## src/rtl/microondas_potencia.sv

```systemverilog
// microondas_potencia: keypad-programmed microwave controller with BCD countdown,
// per-second tick prescaler and power-level duty window on the magnetron.
module microondas_potencia #(
  parameter int CLK_HZ       = 100,
  parameter int MIN_DIGITOS  = 1,
  parameter int NIVEIS_POT   = 10,
  parameter int TEMPO_RAPIDO = 30
) (
  input  logic                     clk100Hz,
  input  logic                     clr,
  input  logic [9:0]               teclado,
  input  logic                     sel_potencia,
  input  logic                     startn,
  input  logic                     stopn,
  input  logic                     porta_fechada,
  output logic [3:0]               seg_unidades,
  output logic [3:0]               seg_dezenas,
  output logic [4*MIN_DIGITOS-1:0] minutos,
  output logic [3:0]               potencia,
  output logic [1:0]               estado,
  output logic                     ligar,
  output logic                     fim
);
  localparam int PW = CLK_HZ > 1 ? $clog2(CLK_HZ) : 1;
  localparam int MW = 4 * MIN_DIGITOS;
  typedef enum logic [1:0] {IDLE, COZINHANDO, PAUSADO, FIM} estado_t;
  estado_t estado_q;
  logic [9:0] tec_q, tec_prev_q;
  logic sel_q, start_q, start_prev_q, stop_q, stop_prev_q, porta_q, fim_q;
  logic [3:0] uni_q, dez_q, pot_q, duty_q;
  logic [MW-1:0] min_q;
  logic [PW-1:0] pre_q;
  logic [3:0] uni_d, dez_d, key_d;
  logic [MW-1:0] min_d;
  logic zero_d, brw, key_ev, start_ev, stop_ev, tempo_zero, tick, pot_ok;
  assign key_ev     = (tec_prev_q == '0) && $onehot(tec_q);
  assign start_ev   = start_prev_q & ~start_q;
  assign stop_ev    = stop_prev_q & ~stop_q;
  assign tempo_zero = (min_q == '0) && (dez_q == 4'd0) && (uni_q == 4'd0);
  assign tick       = pre_q == PW'(CLK_HZ - 1);
  assign pot_ok     = key_d <= 4'(NIVEIS_POT);
  always_comb begin
    key_d = 4'd0;
    for (int i = 0; i < 10; i++)
      if (tec_q[i]) key_d = 4'(i);
  end
  // One-second BCD countdown; minutes borrow digit by digit from the right.
  always_comb begin
    uni_d = uni_q - 4'd1;
    dez_d = dez_q;
    min_d = min_q;
    brw   = 1'b1;
    if (uni_q == 4'd0) begin
      uni_d = 4'd9;
      dez_d = dez_q - 4'd1;
      if (dez_q == 4'd0) begin
        dez_d = 4'd5;
        for (int i = 0; i < MIN_DIGITOS; i++)
          if (brw) begin
            min_d[4*i+:4] = min_q[4*i+:4] == 4'd0 ? 4'd9 : min_q[4*i+:4] - 4'd1;
            brw = min_q[4*i+:4] == 4'd0;
          end
      end
    end
    zero_d = (min_d == '0) && (dez_d == 4'd0) && (uni_d == 4'd0);
  end
  always_ff @(posedge clk100Hz) begin
    if (clr) begin
      tec_q        <= '0;
      tec_prev_q   <= '0;
      sel_q        <= 1'b0;
      start_q      <= 1'b1;
      start_prev_q <= 1'b1;
      stop_q       <= 1'b1;
      stop_prev_q  <= 1'b1;
      porta_q      <= 1'b0;
      estado_q     <= IDLE;
      uni_q        <= 4'd0;
      dez_q        <= 4'd0;
      min_q        <= '0;
      pot_q        <= 4'(NIVEIS_POT);
      pre_q        <= '0;
      duty_q       <= 4'd0;
      fim_q        <= 1'b0;
    end else begin
      tec_q        <= teclado;
      tec_prev_q   <= tec_q;
      sel_q        <= sel_potencia;
      start_q      <= startn;
      start_prev_q <= start_q;
      stop_q       <= stopn;
      stop_prev_q  <= stop_q;
      porta_q      <= porta_fechada;
      fim_q        <= 1'b0;
      case (estado_q)
        IDLE:
          if (stop_ev) begin
            uni_q <= 4'd0;
            dez_q <= 4'd0;
            min_q <= '0;
          end else if (start_ev && porta_q) begin
            estado_q <= COZINHANDO;
            pre_q    <= '0;
            duty_q   <= 4'd0;
            if (tempo_zero) begin
              uni_q <= 4'(TEMPO_RAPIDO % 10);
              dez_q <= 4'(TEMPO_RAPIDO / 10);
            end
          end else if (key_ev && sel_q) begin
            if (key_d == 4'd0) pot_q <= 4'(NIVEIS_POT);
            else if (pot_ok) pot_q <= key_d;
          end else if (key_ev) begin
            min_q <= MW'({min_q, dez_q});
            dez_q <= uni_q;
            uni_q <= key_d;
          end
        COZINHANDO:
          if (stop_ev || !porta_q) estado_q <= PAUSADO;
          else if (tick) begin
            pre_q  <= '0;
            duty_q <= duty_q == 4'(NIVEIS_POT - 1) ? 4'd0 : duty_q + 4'd1;
            uni_q  <= uni_d;
            dez_q  <= dez_d;
            min_q  <= min_d;
            if (zero_d) begin
              estado_q <= FIM;
              fim_q    <= 1'b1;
            end
          end else pre_q <= pre_q + PW'(1);
        PAUSADO:
          if (stop_ev) begin
            estado_q <= IDLE;
            uni_q    <= 4'd0;
            dez_q    <= 4'd0;
            min_q    <= '0;
          end else if (start_ev && porta_q) estado_q <= COZINHANDO;
        FIM:
          if (key_ev || stop_ev || !porta_q) estado_q <= IDLE;
      endcase
    end
  end
  assign seg_unidades = uni_q;
  assign seg_dezenas  = dez_q;
  assign minutos      = min_q;
  assign potencia     = pot_q;
  assign estado       = estado_q;
  assign fim          = fim_q;
  // Raw door input so opening the door cuts the magnetron without register delay.
  assign ligar        = (estado_q == COZINHANDO) & porta_fechada & (duty_q < pot_q);
endmodule

```

## config.mk

```make
export PLATFORM = sky130hd
export DESIGN_NAME = microondas_potencia
export DESIGN_NICKNAME = d
export VERILOG_FILES = /design/src/rtl/microondas_potencia.sv
export SDC_FILE = /design/constraint.sdc
export NUM_CORES = 1
export LEC_CHECK = 0
export BUFFER_PORTS_ARGS = -buffer_cell sky130_fd_sc_hd__buf_2
export CAP_MARGIN = 0
export CORE_ASPECT_RATIO = 0.5
export CORE_UTILIZATION = 62
export DETAILED_ROUTE_END_ITERATION = 8
export PLACE_DENSITY = 0.84
export SYNTH_ARGS = -nofsm -noshare
export SYNTH_HDL_FRONTEND = slang
export SYNTH_SLANG_ARGS = --single-unit
```

## constraint.sdc

```tcl
create_clock -name clk100Hz -period 8.35 [get_ports clk100Hz]
set_clock_uncertainty 0.1 [all_clocks]
set_input_delay 2.0875 -clock clk100Hz [delete_from_list [all_inputs] [get_ports clk100Hz]]
set_output_delay 2.0875 -clock clk100Hz [all_outputs]
set_load 0.01 [all_outputs]
```

==> impl_metrics.csv <==
group,metric,value,unit
clocking,clk_pin_slew,0.09,ns
synthesis,syn_area,2973,um2
clocking,postCtsSetupBuffers,0,
routing,vias,2530,
sta,hold_violations,0,
job,cap_violations,0,
routing,drtPass1Iterations,4,
power,pwr-share-seq,0.458,
clocking,htreeDepth,2,
synthesis,syn_area_per_cell,8.874,um2
floorplan,start_util,0.6593,
routing,drc,0,
floorplan,die_w,99.93,um
setup_path,crit_required,6.16,ns
grt,antenna_found_initial,0,
setup_path,cp_slowest_cell,"and4b_1",
clocking,cts_tree,"yes",
power,finalPower,705.0,uW
sta,worst_slew_margin_rel,0.4409,
setup_path,crit_chain,"buf_2 > and4b_1 > buf_2",
sta,setup_viol,0,
setup_path,crit_family,"buffers and inverters",
finish,nets,398,
synthesis,async_flop_share,0,
routing,ant_nets,0,
run_status,status,"completed",
place,dp.cells,423,
setup_path,cpMostUsedCell,"buf_2",
power,p_leak,0.001345,uW
routing,drtIter0Drc,142,
routing,wirelength,6000,um
grt,grt_max_degree,47,
setup_path,critPathArrivalTime,2.50,ns
clocking,worstSkewPairLatency,0.32,ns
power,powerDensity,217.0,nW/um2
power,switchingPower,261.1,uW
synthesis,yosysWarnings,0,
sta,timing.setup.tns,0,ns
hold_path,hold_class,"flop to flop",
sta,rsz0062_at_grt,"false",
power,clkPwrFrac,0.211,
sta,worst_pin_slew,0.8386,ns
power,irDropWorstVdd,0.09887,mV
setup_path,path_max_fanout,2,
finish,drive_above_1_share,0.1562,
setup_path,cpPeakStageDelay,0.18,ns
sta,fin_hold_ws,0.3659,ns
place,gp_congestion,0.8557,
synthesis,ys_seq_area_frac,0.3771,
sta,period_share,0.5617,
grt,grt_pass1_wl,10070,um
floorplan,rows,17,
finish,areaGrowthSynthToFinish,9.301,%
power,pwr-share-comb,0.331,
finish,n_antenna_cell,0,
sta,period_needed,4.690,ns
floorplan,dieHeight,50.97,um
setup_path,endpoint_kind,"output port",
place,dpl.hpwl,4418,um
routing,routed_via_density,5.870,
grt,grt_pass1_vias,2213,
synthesis,synth_edf_count,0,
setup_path,startpoint_type,"input pin",
synthesis,synth_fp_nets,369,
sta,drv_slew,0,
clocking,cts_sinks,56,
sta,clock.fmax,213.2,MHz
synthesis,synth_cell_types,62,
synthesis,synth_cells,335,
grt,gr-usage-all-layers,0.2553,
clocking,cts_resized,0,
power,p_sw_frac,0.3703,
synthesis,synth.area.top_cells,"dfxtp_1 38%, ha_1 5.1%, nor2b_1 5.1%",
clocking,cts_buffer_depth,2,
place,io_buffers,35,
floorplan,die_area,5093,um2
power,p_int,443.9,uW
grt,globalRoute.totalOverflow,0,
setup_path,path_buf_inv,2,
setup_path,crit_type,"input pin to output port",
routing,wl_per_cell,13.92,um
synthesis,yosysTopAreaCell,"dfxtp_1",
clocking,cts-hold-fix-buffers,0,
floorplan,core-area,4509,um2
finish,instances_no_fill,431,
synthesis,synth.top_cell.area_share,0.3771,
clocking,root_buffer,"clkbuf_8",
floorplan,ios,36,
synthesis,ys_seq_elements,56,
clocking,cts_made_buffers,5,
synthesis,ys.flop_type,"dfxtp_1",
==> path summary, 6_finish.rpt <==
kind | to | start | slack [ns] | cells after the start
worst min-delay path | stop_prev_q | stop_q | 0.37 | 1
worst max register to register | seg_dezenas[2] | tec_q[9] | 3.82 | 14
worst max-delay path | ligar | porta_fechada | 3.66 | 3
worst min register to register | stop_prev_q | stop_q | 0.37 | 1
==> flip-flops by register name (all words and copies together), names as in the netlist <==
| register | cells |
|---|---|
| potencia | 4 |
| seg_dezenas | 4 |
| start_prev_q | 1 |
| minutos | 4 |
| pre_q | 7 |
| fim | 1 |
| stop_prev_q | 1 |
| sel_q | 1 |
| stop_q | 1 |
| estado | 2 |
| seg_unidades | 4 |
| porta_q | 1 |
| tec_prev_q | 10 |
| duty_q | 4 |
| tec_q | 10 |
| start_q | 1 |
==> power groups by stage <==
stage | clock network, uW | logic [uW] | registers (uW)
2_1_floorplan | 0 | 194 | 319
3_3_place_gp | 0 | 223 | 326
3_5_place_dp | 0 | 231 | 328
4_1_cts | 152 | 233 | 321
5_1_grt | 163 | 260 | 327
6_report | 149 | 234 | 323
==> final cells by class <==
type | count | area, um2
multi-input combinational | 243 | 1695
fill | 358 | 1260
sequential | 56 | 1121
timing repair buffer | 35 | 175.2
inverter | 23 | 86.33
tap | 66 | 82.58
clock buffer | 6 | 72.57
clock inverter | 2 | 16.27
==> cells in the mapped netlist, drive strengths merged (4+ instances only) <==
library cell / n
mux2i: 4
clkbuf: 6
nor2b: 24
nor3: 10
o211ai: 4
dfxtp: 56
fa: 6
nor4: 7
nor2: 35
a211oi: 6
o21ai: 20
xor2: 5
buf: 7
o211a: 4
or2: 7
a21oi: 22
ha: 12
nand2: 21
inv: 23
or4: 4
nand3: 6
==> placed cells by master (no fill, tap or decap), types with 5 or more instances in the layout <==
master,instances
ha_1,12
buf_2,35
nand2_1,21
dfxtp_1,56
inv_1,23
o21ai_0,20
clkbuf_8,5
fa_1,6
xor2_1,5
nor3_1,10
a21oi_1,22
nor4_1,5
nor2b_1,24
or2_2,5
nor2_1,35
nand3_1,6
==> per-stage QoR <==
step / area (um2) / util / setup slack [ns]
final: 3249 / 0.7206 / 3.660
after global routing: 3249 / 0.7206 / 3.577
after CTS: 3249 / 0.7206 / 3.658
after detailed placement: 3161 / 0.7009 / 3.658
after global placement: 3161 / 0.7009 / 3.665
after floorplan: 2973 / - / 3.844
==> worst reg2reg max path: cells and delay by family, from the launching register on <==
kind            cells  cell delay [ns]
compound gates      4             1.17
simple gates        2             0.53
buf+inv             3             0.16
flops               1             0.45
fa+ha+maj           5             2.02
==> kinds of logic after synthesis <==
family,Yosys count,share of synthesized area
xor+xnor,6,0.01768
simple gates,137,0.2614
compound gates,78,0.1869
flops,56,0.3771
fa+ha+maj,18,0.09091
mux,4,0.01347
buf+inv,36,0.05261
==> metal layers <==
layer	part of all wire	GRT usage
met5	0	0
met4	0.014	0.08333
met3	0.060	0.04925
met2	0.46	0.4253
met1	0.47	0.3376
No activity file was read; power rests on OpenSTA's default activity.
